[config.mk]
export PLATFORM = sky130hd
export DESIGN_NAME = flash_read_seq
export DESIGN_NICKNAME = d
export VERILOG_FILES = /design/src/rtl/flash_read_seq.sv
export SDC_FILE = /design/constraint.sdc
export NUM_CORES = 1
export LEC_CHECK = 0
export CAP_MARGIN = 25
export CORE_MARGIN = 1
export CORE_UTILIZATION = 56
export DETAILED_ROUTE_END_ITERATION = 10
export MAX_ROUTING_LAYER = met4
export PLACE_DENSITY = 0.9
export SETUP_SLACK_MARGIN = 0.1
export SYNTH_ARGS = -nofsm -noshare
export SYNTH_HDL_FRONTEND = slang
export SYNTH_SLANG_ARGS = --single-unit
[constraint.sdc]
create_clock -name i_clk -period 4.7 [get_ports i_clk]
set_input_delay 0.94 -clock i_clk [delete_from_list [all_inputs] [get_ports i_clk]]
set_output_delay 0.94 -clock i_clk [all_outputs]
set_load 0.03 [all_outputs]
[src/rtl/flash_read_seq.sv]
// flash_read_seq: issues a standard SPI flash READ (0x03 + 24-bit address +
// i_len dummy bytes) through the SB_SPI register window and streams the
// returned data bytes out on a valid/ready port.
//
// Bus port: o_bus_en/wr/addr/data are driven together and held until the
// cycle i_bus_ack=1; o_bus_en drops the cycle after, so consecutive accesses
// are separated by at least one idle cycle.
// Stream port: o_data is held and o_valid stays high until the cycle with
// o_valid & i_ready; that cycle completes the transfer of the byte.
module flash_read_seq #(
  parameter int          LEN_W    = 16,
  parameter int          ACK_TMO  = 255,
  parameter logic [3:0]  REG_SR   = 4'hC,
  parameter logic [3:0]  REG_TXDR = 4'hD,
  parameter logic [3:0]  REG_RXDR = 4'hE,
  parameter logic [3:0]  REG_CSR  = 4'hF,
  parameter int          SR_TRDY  = 4,
  parameter int          SR_RRDY  = 3,
  parameter logic [7:0]  CS_ON    = 8'hFE,
  parameter logic [7:0]  CS_OFF   = 8'hFF
) (
  input  logic             i_clk,
  input  logic             i_rst_n,
  input  logic             i_start,
  input  logic [23:0]      i_addr,
  input  logic [LEN_W-1:0] i_len,
  output logic             o_busy,
  output logic             o_done,
  output logic             o_err,
  output logic [7:0]       o_data,
  output logic             o_valid,
  input  logic             i_ready,
  output logic             o_bus_en,
  output logic             o_bus_wr,
  output logic [3:0]       o_bus_addr,
  output logic [7:0]       o_bus_data,
  input  logic             i_bus_ack,
  input  logic [7:0]       i_bus_data,
  output logic [3:0]       o_dbg_state
);

  typedef enum logic [3:0] {
    S_IDLE, S_CS_ON, S_TX_POLL, S_TX_WR, S_RX_POLL,
    S_RX_RD, S_ACC, S_OUT, S_CS_OFF, S_DONE
  } state_e;

  localparam logic [7:0] TMO_LAST = 8'(ACK_TMO - 1);

  state_e           state_q, link_q;
  logic [23:0]      addr_q;
  logic [LEN_W-1:0] len_q;
  logic [2:0]       hdr_q;   // header bytes already received (0..4)
  logic [7:0]       tmo_q;
  logic             busy_q, done_q, err_q, valid_q;
  logic [7:0]       data_q;
  logic             en_q, wr_q;
  logic [3:0]       baddr_q;
  logic [7:0]       bdata_q;

  logic [7:0]       tx_byte;
  logic             acc_wr;
  logic [3:0]       acc_addr;
  logic [7:0]       acc_data;

  // Byte to shift out next: command, address MSB first, then dummies.
  always_comb begin
    tx_byte = 8'h00;
    case (hdr_q)
      3'd0:    tx_byte = 8'h03;
      3'd1:    tx_byte = addr_q[23:16];
      3'd2:    tx_byte = addr_q[15:8];
      3'd3:    tx_byte = addr_q[7:0];
      default: tx_byte = 8'h00;
    endcase
  end

  // Register access launched by the current state (polls default to SR read).
  always_comb begin
    acc_wr   = 1'b0;
    acc_addr = REG_SR;
    acc_data = 8'h00;
    case (state_q)
      S_CS_ON:  begin acc_wr = 1'b1; acc_addr = REG_CSR;  acc_data = CS_ON;   end
      S_TX_WR:  begin acc_wr = 1'b1; acc_addr = REG_TXDR; acc_data = tx_byte; end
      S_RX_RD:  begin acc_addr = REG_RXDR; end
      S_CS_OFF: begin acc_wr = 1'b1; acc_addr = REG_CSR;  acc_data = CS_OFF;  end
      default:  begin end
    endcase
  end

  // Sequencer FSM with registered bus and stream outputs.
  always_ff @(posedge i_clk or negedge i_rst_n) begin
    if (!i_rst_n) begin
      state_q <= S_IDLE;
      link_q  <= S_IDLE;
      addr_q  <= '0;
      len_q   <= '0;
      hdr_q   <= '0;
      tmo_q   <= '0;
      busy_q  <= 1'b0;
      done_q  <= 1'b0;
      err_q   <= 1'b0;
      valid_q <= 1'b0;
      data_q  <= '0;
      en_q    <= 1'b0;
      wr_q    <= 1'b0;
      baddr_q <= '0;
      bdata_q <= '0;
    end else begin
      done_q <= 1'b0;
      err_q  <= 1'b0;
      case (state_q)
        S_IDLE: begin
          if (i_start) begin
            addr_q  <= i_addr;
            len_q   <= i_len;
            hdr_q   <= '0;
            busy_q  <= 1'b1;
            state_q <= S_CS_ON;
          end
        end
        S_CS_ON, S_TX_POLL, S_TX_WR, S_RX_POLL, S_RX_RD, S_CS_OFF: begin
          if (state_q == S_CS_ON && len_q == '0) begin
            // Empty transfer: finish without touching the bus.
            busy_q  <= 1'b0;
            done_q  <= 1'b1;
            state_q <= S_DONE;
          end else begin
            en_q    <= 1'b1;
            wr_q    <= acc_wr;
            baddr_q <= acc_addr;
            bdata_q <= acc_data;
            link_q  <= state_q;
            tmo_q   <= '0;
            state_q <= S_ACC;
          end
        end
        S_ACC: begin
          if (i_bus_ack) begin
            en_q <= 1'b0;
            case (link_q)
              S_CS_ON:   state_q <= S_TX_POLL;
              S_TX_POLL: state_q <= i_bus_data[SR_TRDY] ? S_TX_WR : S_TX_POLL;
              S_TX_WR:   state_q <= S_RX_POLL;
              S_RX_POLL: state_q <= i_bus_data[SR_RRDY] ? S_RX_RD : S_RX_POLL;
              S_RX_RD: begin
                if (hdr_q != 3'd4) begin
                  hdr_q   <= hdr_q + 3'd1;
                  state_q <= S_TX_POLL;
                end else begin
                  data_q  <= i_bus_data;
                  valid_q <= 1'b1;
                  state_q <= S_OUT;
                end
              end
              S_CS_OFF: begin
                busy_q  <= 1'b0;
                done_q  <= 1'b1;
                state_q <= S_DONE;
              end
              default: state_q <= S_IDLE;
            endcase
          end else if (tmo_q == TMO_LAST) begin
            // Controller stopped answering: abandon, leave CS as it is.
            en_q    <= 1'b0;
            busy_q  <= 1'b0;
            done_q  <= 1'b1;
            err_q   <= 1'b1;
            state_q <= S_DONE;
          end else begin
            tmo_q <= tmo_q + 8'd1;
          end
        end
        S_OUT: begin
          if (i_ready) begin
            valid_q <= 1'b0;
            len_q   <= len_q - LEN_W'(1);
            state_q <= (len_q == LEN_W'(1)) ? S_CS_OFF : S_TX_POLL;
          end
        end
        S_DONE:  state_q <= S_IDLE;
        default: state_q <= S_IDLE;
      endcase
    end
  end

  assign o_busy      = busy_q;
  assign o_done      = done_q;
  assign o_err       = err_q;
  assign o_data      = data_q;
  assign o_valid     = valid_q;
  assign o_bus_en    = en_q;
  assign o_bus_wr    = wr_q;
  assign o_bus_addr  = baddr_q;
  assign o_bus_data  = bdata_q;
  assign o_dbg_state = state_q;

endmodule

* Word level (Yosys, flattened, before mapping)
Index checks and enable logic that the tools add are counted.
** Storage, ports and cells
- Register bits after elaboration :: 85
- Input bits :: 53
- Output and inout port bits :: 30
- Logic and storage cells :: 122
** Cells by class
- $add $sub $neg :: 3
- Equality and inequality tests :: 32
- Mux-type cells :: 48
- Bitwise logic cells :: 2
- Reduce and logical (&&, ||, !) cells :: 22
** Operators by type and width (number)
- two-way mux 16 bit :: 2
- case mux 16 bit (2 select lines) :: 1
- case mux 8 bit (4 select lines) :: 1
- == test 4 x 3 -> 1 bit (second input constant) :: 6
- two-way mux 4 bit :: 6
- two-way mux 8 bit :: 3
- case mux 4 bit (6 select lines) :: 1
- case mux 8 bit (3 select lines) :: 1
- two-way mux 1 bit :: 20
- inequality test 2 bit (second input constant) :: 9
- == test 16 x 1 -> 1 bit (second input constant) :: 1
- == test 4 x 2 -> 1 bit (second input constant) :: 4
- zero test 16 bit :: 1
- case mux 4 bit (4 select lines) :: 1
- case mux 8 bit (2 select lines) :: 1
- subtractor 16 x 1 -> 16 bit (second input constant) :: 1
- two-way mux 3 bit :: 5
- AND reduction 5 bit :: 3
- AND reduction 3 bit :: 3
- adder 8 x 1 -> 8 bit (second input constant) :: 1
- == test 4 x 1 -> 1 bit (second input constant) :: 2
- == test 4 bit (second input constant) :: 2
- == test 8 bit (second input constant) :: 1
- AND reduction 4 bit :: 2
- 20 further kinds :: 29

* Longest topological paths before layout
- Word-level depth :: 5
- Mapped depth :: 8
- Gate-level depth less buffers :: 7

* Worst setup path before layout
Ideal clock, no wire load.
- Path type :: input port to flip-flop
- Start :: input port i_start
- End :: register len_q[1]
- Setup time :: 124 ps
- Data arrival time :: 2042 ps
- Data required time :: 4576 ps
- Setup slack :: 2534 ps
- Stages :: 6
- Path buffers :: 2
- Path through :: or4b_1 > a21o_1 > buf_2 > buf_6 > a211oi_2 > a21oi_1
** On the way
- Longest elaborated chain between the ends :: 2
** RTL lines
- start, declared :: line 24 : input logic i_start,
- inequality test 2 bit (no source line)
- AND reduction 3 bit (no source line)
- end signal, assigned :: line 116 : len_q <= i_len;
- end signal, assigned :: line 177 : len_q <= len_q - LEN_W'(1);
- end, declared :: line 51 : logic [LEN_W-1:0] len_q;
Every way passes these cells.
A chain may end at the register's enable or synchronous reset.

* Final worst setup path
- Start :: register state_q[3], in the netlist o_dbg_state[3]
- End :: output port o_dbg_state[3]
** RTL lines
- start, declared :: line 49 : state_e state_q, link_q;
- start signal, assigned :: line 143 : S_TX_POLL: state_q <= i_bus_data[SR_TRDY] ? S_TX_WR : S_TX_POLL;
- start signal, assigned :: line 145 : S_RX_POLL: state_q <= i_bus_data[SR_RRDY] ? S_RX_RD : S_RX_POLL;
- start signal, assigned :: line 178 : state_q <= (len_q == LEN_W'(1)) ? S_CS_OFF : S_TX_POLL;
- end, declared :: line 39 : output logic [3:0] o_dbg_state
No word-level cell between the ends.

==> out/metrics.yaml <==
nNetsFinal: 553
clock_sinks: 84
hpwl_um: 7190
cts_tree: "done"
cts.repair.resized: 0
total_power_w: 0.00324
ctsHoldBuffers: 0
wl_met3_um: 571
startpoint: "o_dbg_state[3]"
drt-met1-wl_um: 4350
crit_slowest_cell: "clkdlybuf4s50_1"
fin_util_pct: 73.2
status: "finished clean"
synthesis.nets: 481
required_ps: 3760
diodes: 0
fin_crit_ps: 2860
p_leak_nw: 2.24
start_kind: "register"
hold_violations: 0
power_density_mw_per_mm2: 598
timing.final.crit_share_pct: 60.8
path_clk_slew_ps: 90
yosysTopAreaCellShare_pct: 48.0
avgRoutedWirePerCell_um: 17.2
cp.arrival_ps: 1920
path_buf_inv: 1
wl_um: 10200
gp_congestion: 0.870
drc: 0
critPathMaxStageDelay_ps: 790
cts_setup_buffers: 0
grt_pass1_wl_um: 16900
setup_tns_ps: 0
yosys.cell_types.count: 63
grt_max_degree: 85
hold_path.class: "in2async"
finalSetupViolations: 0
dieArea_mm2: 0.00818
crit_path_end_kind: "output pin"
yosysMostFrequentCell: "dfrtp_1"
antenna_found_initial: 0
fmax_ghz: 0.350
ys_ff_latch: 84
drt_iter0_markers: 325
yosys-top-cells-area: "dfrtp_1 48%, mux2_2 8.5%, a21oi_1 4.1%, ha_1 2.9%, o21ai_0 2.9%"
worstSetupPathType: "reg2out"
syn_area_per_cell_um2: 10.5
core-area_mm2: 0.00741
synth_area_mm2: 0.00438
yosys.area.top_type: "dfrtp_1"
numPortBuffers: 82
finish.instance_area_mm2: 0.00542
cts_buffers: 9
htree_levels: 3
r2r-start: "o_dbg_state[3]"
overflow: 0
vias: 3690
groute.usage.overall_pct: 27.0
vias_per_cell: 6.21
die_width_um: 90.4
async_flop_share_pct: 100
dpl_cell_area_mm2: 0.00519
synth_edf_count: 0
rows: 31
cts-root-buf: "clkbuf_8"
skew_ps: 7.75
synth_warnings: 0
insertion_delay_ps: 370
drv_slew: 0
crit_family: "buffers and inverters"
die_y_um: 90.4
grt_pass1_vias: 3541
yosysSeqAreaShare_pct: 48.0
ir_worst_vdd_v: 0.000284
maxCapViolCount: 0
wl_met2_um: 5050
crit_fanout: 18
drive_gt1_share_pct: 13.9
syn_to_final_growth_pct: 23.8
num_io_pins: 83
path_cells: "clkdlybuf4s50_1"
synthTopCellsByCount: "84 x dfrtp_1, 36 x a21oi_1, 33 x mux2_2"
clockBufferDepth: 2
ys.flop_type: "dfrtp_1"
topRoutingLayerUsed: "met4"
ant_nets: 0
worstMarginPinSlew_ps: 943
rsz0062_at_grt: "no"
drt-pass1-iter-count: 5
start_util_pct: 59.1
max_slew_margin_pct: 37.1
postSynthCellCount: 418
-- per-layer routing --
metal,track usage [%],vias to the layer above
met3,4.29,24
li1,-,1692
met2,41.3,146
met4,12.2,0
met5,-,-
met1,35.5,1828
-- placed cells by master, fill, tap and decap left out, types with 3 or more instances in the layout --
master and count:
dfrtp_1 84, clkdlybuf4s50_1 81, a21oi_1 36, mux2_2 33
nor2_1 31, nand2_1 30, o21ai_0 25, inv_1 11
ha_1 10, nor3_1 9, nand3_1 9, o21a_1 9
clkbuf_8 9, nand4_1 8, o22ai_1 7, mux2i_1 6
a222oi_1 6, a21o_1 5, nor2b_1 5, nand2b_1 4
o2bb2ai_1 4, nand4b_1 3, o31ai_1 3, a221oi_1 3
o211ai_1 3, a22o_1 3, inv_6 3
-- power breakdown --
part	switching, W	leakage, nW	internal, W
registers	0.000296	1.04	0.000997
clock network	0.000294	0.107	0.000255
logic	0.000780	1.09	0.000622
total	0.00137	2.24	0.00187
-- state kept, by name (all words and copies together), names as in the netlist --
name,cells
addr_q,24
o_valid,1
o_bus_data,8
len_q,16
tmo_q,8
hdr_q,3
o_done,1
o_data,8
o_busy,1
o_bus_addr,3
link_q,4
o_bus_en,1
o_dbg_state,4
o_bus_wr,1
o_err,1
-- logic make-up after synthesis --
family	count (synthesis)	synth area share, %
mux	41	10.5
fa+ha+maj	10	2.86
xor+xnor	3	0.600
compound gates	122	18.3
flops	84	48.0
buf+inv	34	4.14
simple gates	124	15.7
-- stage by stage --
step / hold WS, ps / worst slack [ps] / instances
6_report: 433 / 1840 / 594
5_1_grt: 452 / 1800 / 594
4_1_cts: 504 / 1860 / 593
3_5_place_dp: 482 / 1640 / 577
3_3_place_gp: 463 / 1700 / 577
2_1_floorplan: 444 / 2530 / 418
-- area by class of cell --
cell class	instances	area [um2]
flip-flops and latches	84	2100
well taps	99	124
inverters	11	41.3
clock inverters	7	81.3
repair buffers	84	853
multi-input cells	300	2090
fillers	550	1990
clock buffers	9	124
-- path summary, 6_finish.rpt --
check	to	slack, ps	depth (start not counted)
max	o_dbg_state[3]	1840	1
min	len_q[11]	430	1
max reg2reg	link_q[0]	2020	5
min reg2reg	tmo_q[7]	490	1
max in group asynchronous	len_q[1]	3670	2
min in group i_clk	tmo_q[7]	490	1
Power figures use the tool's default switching activity.
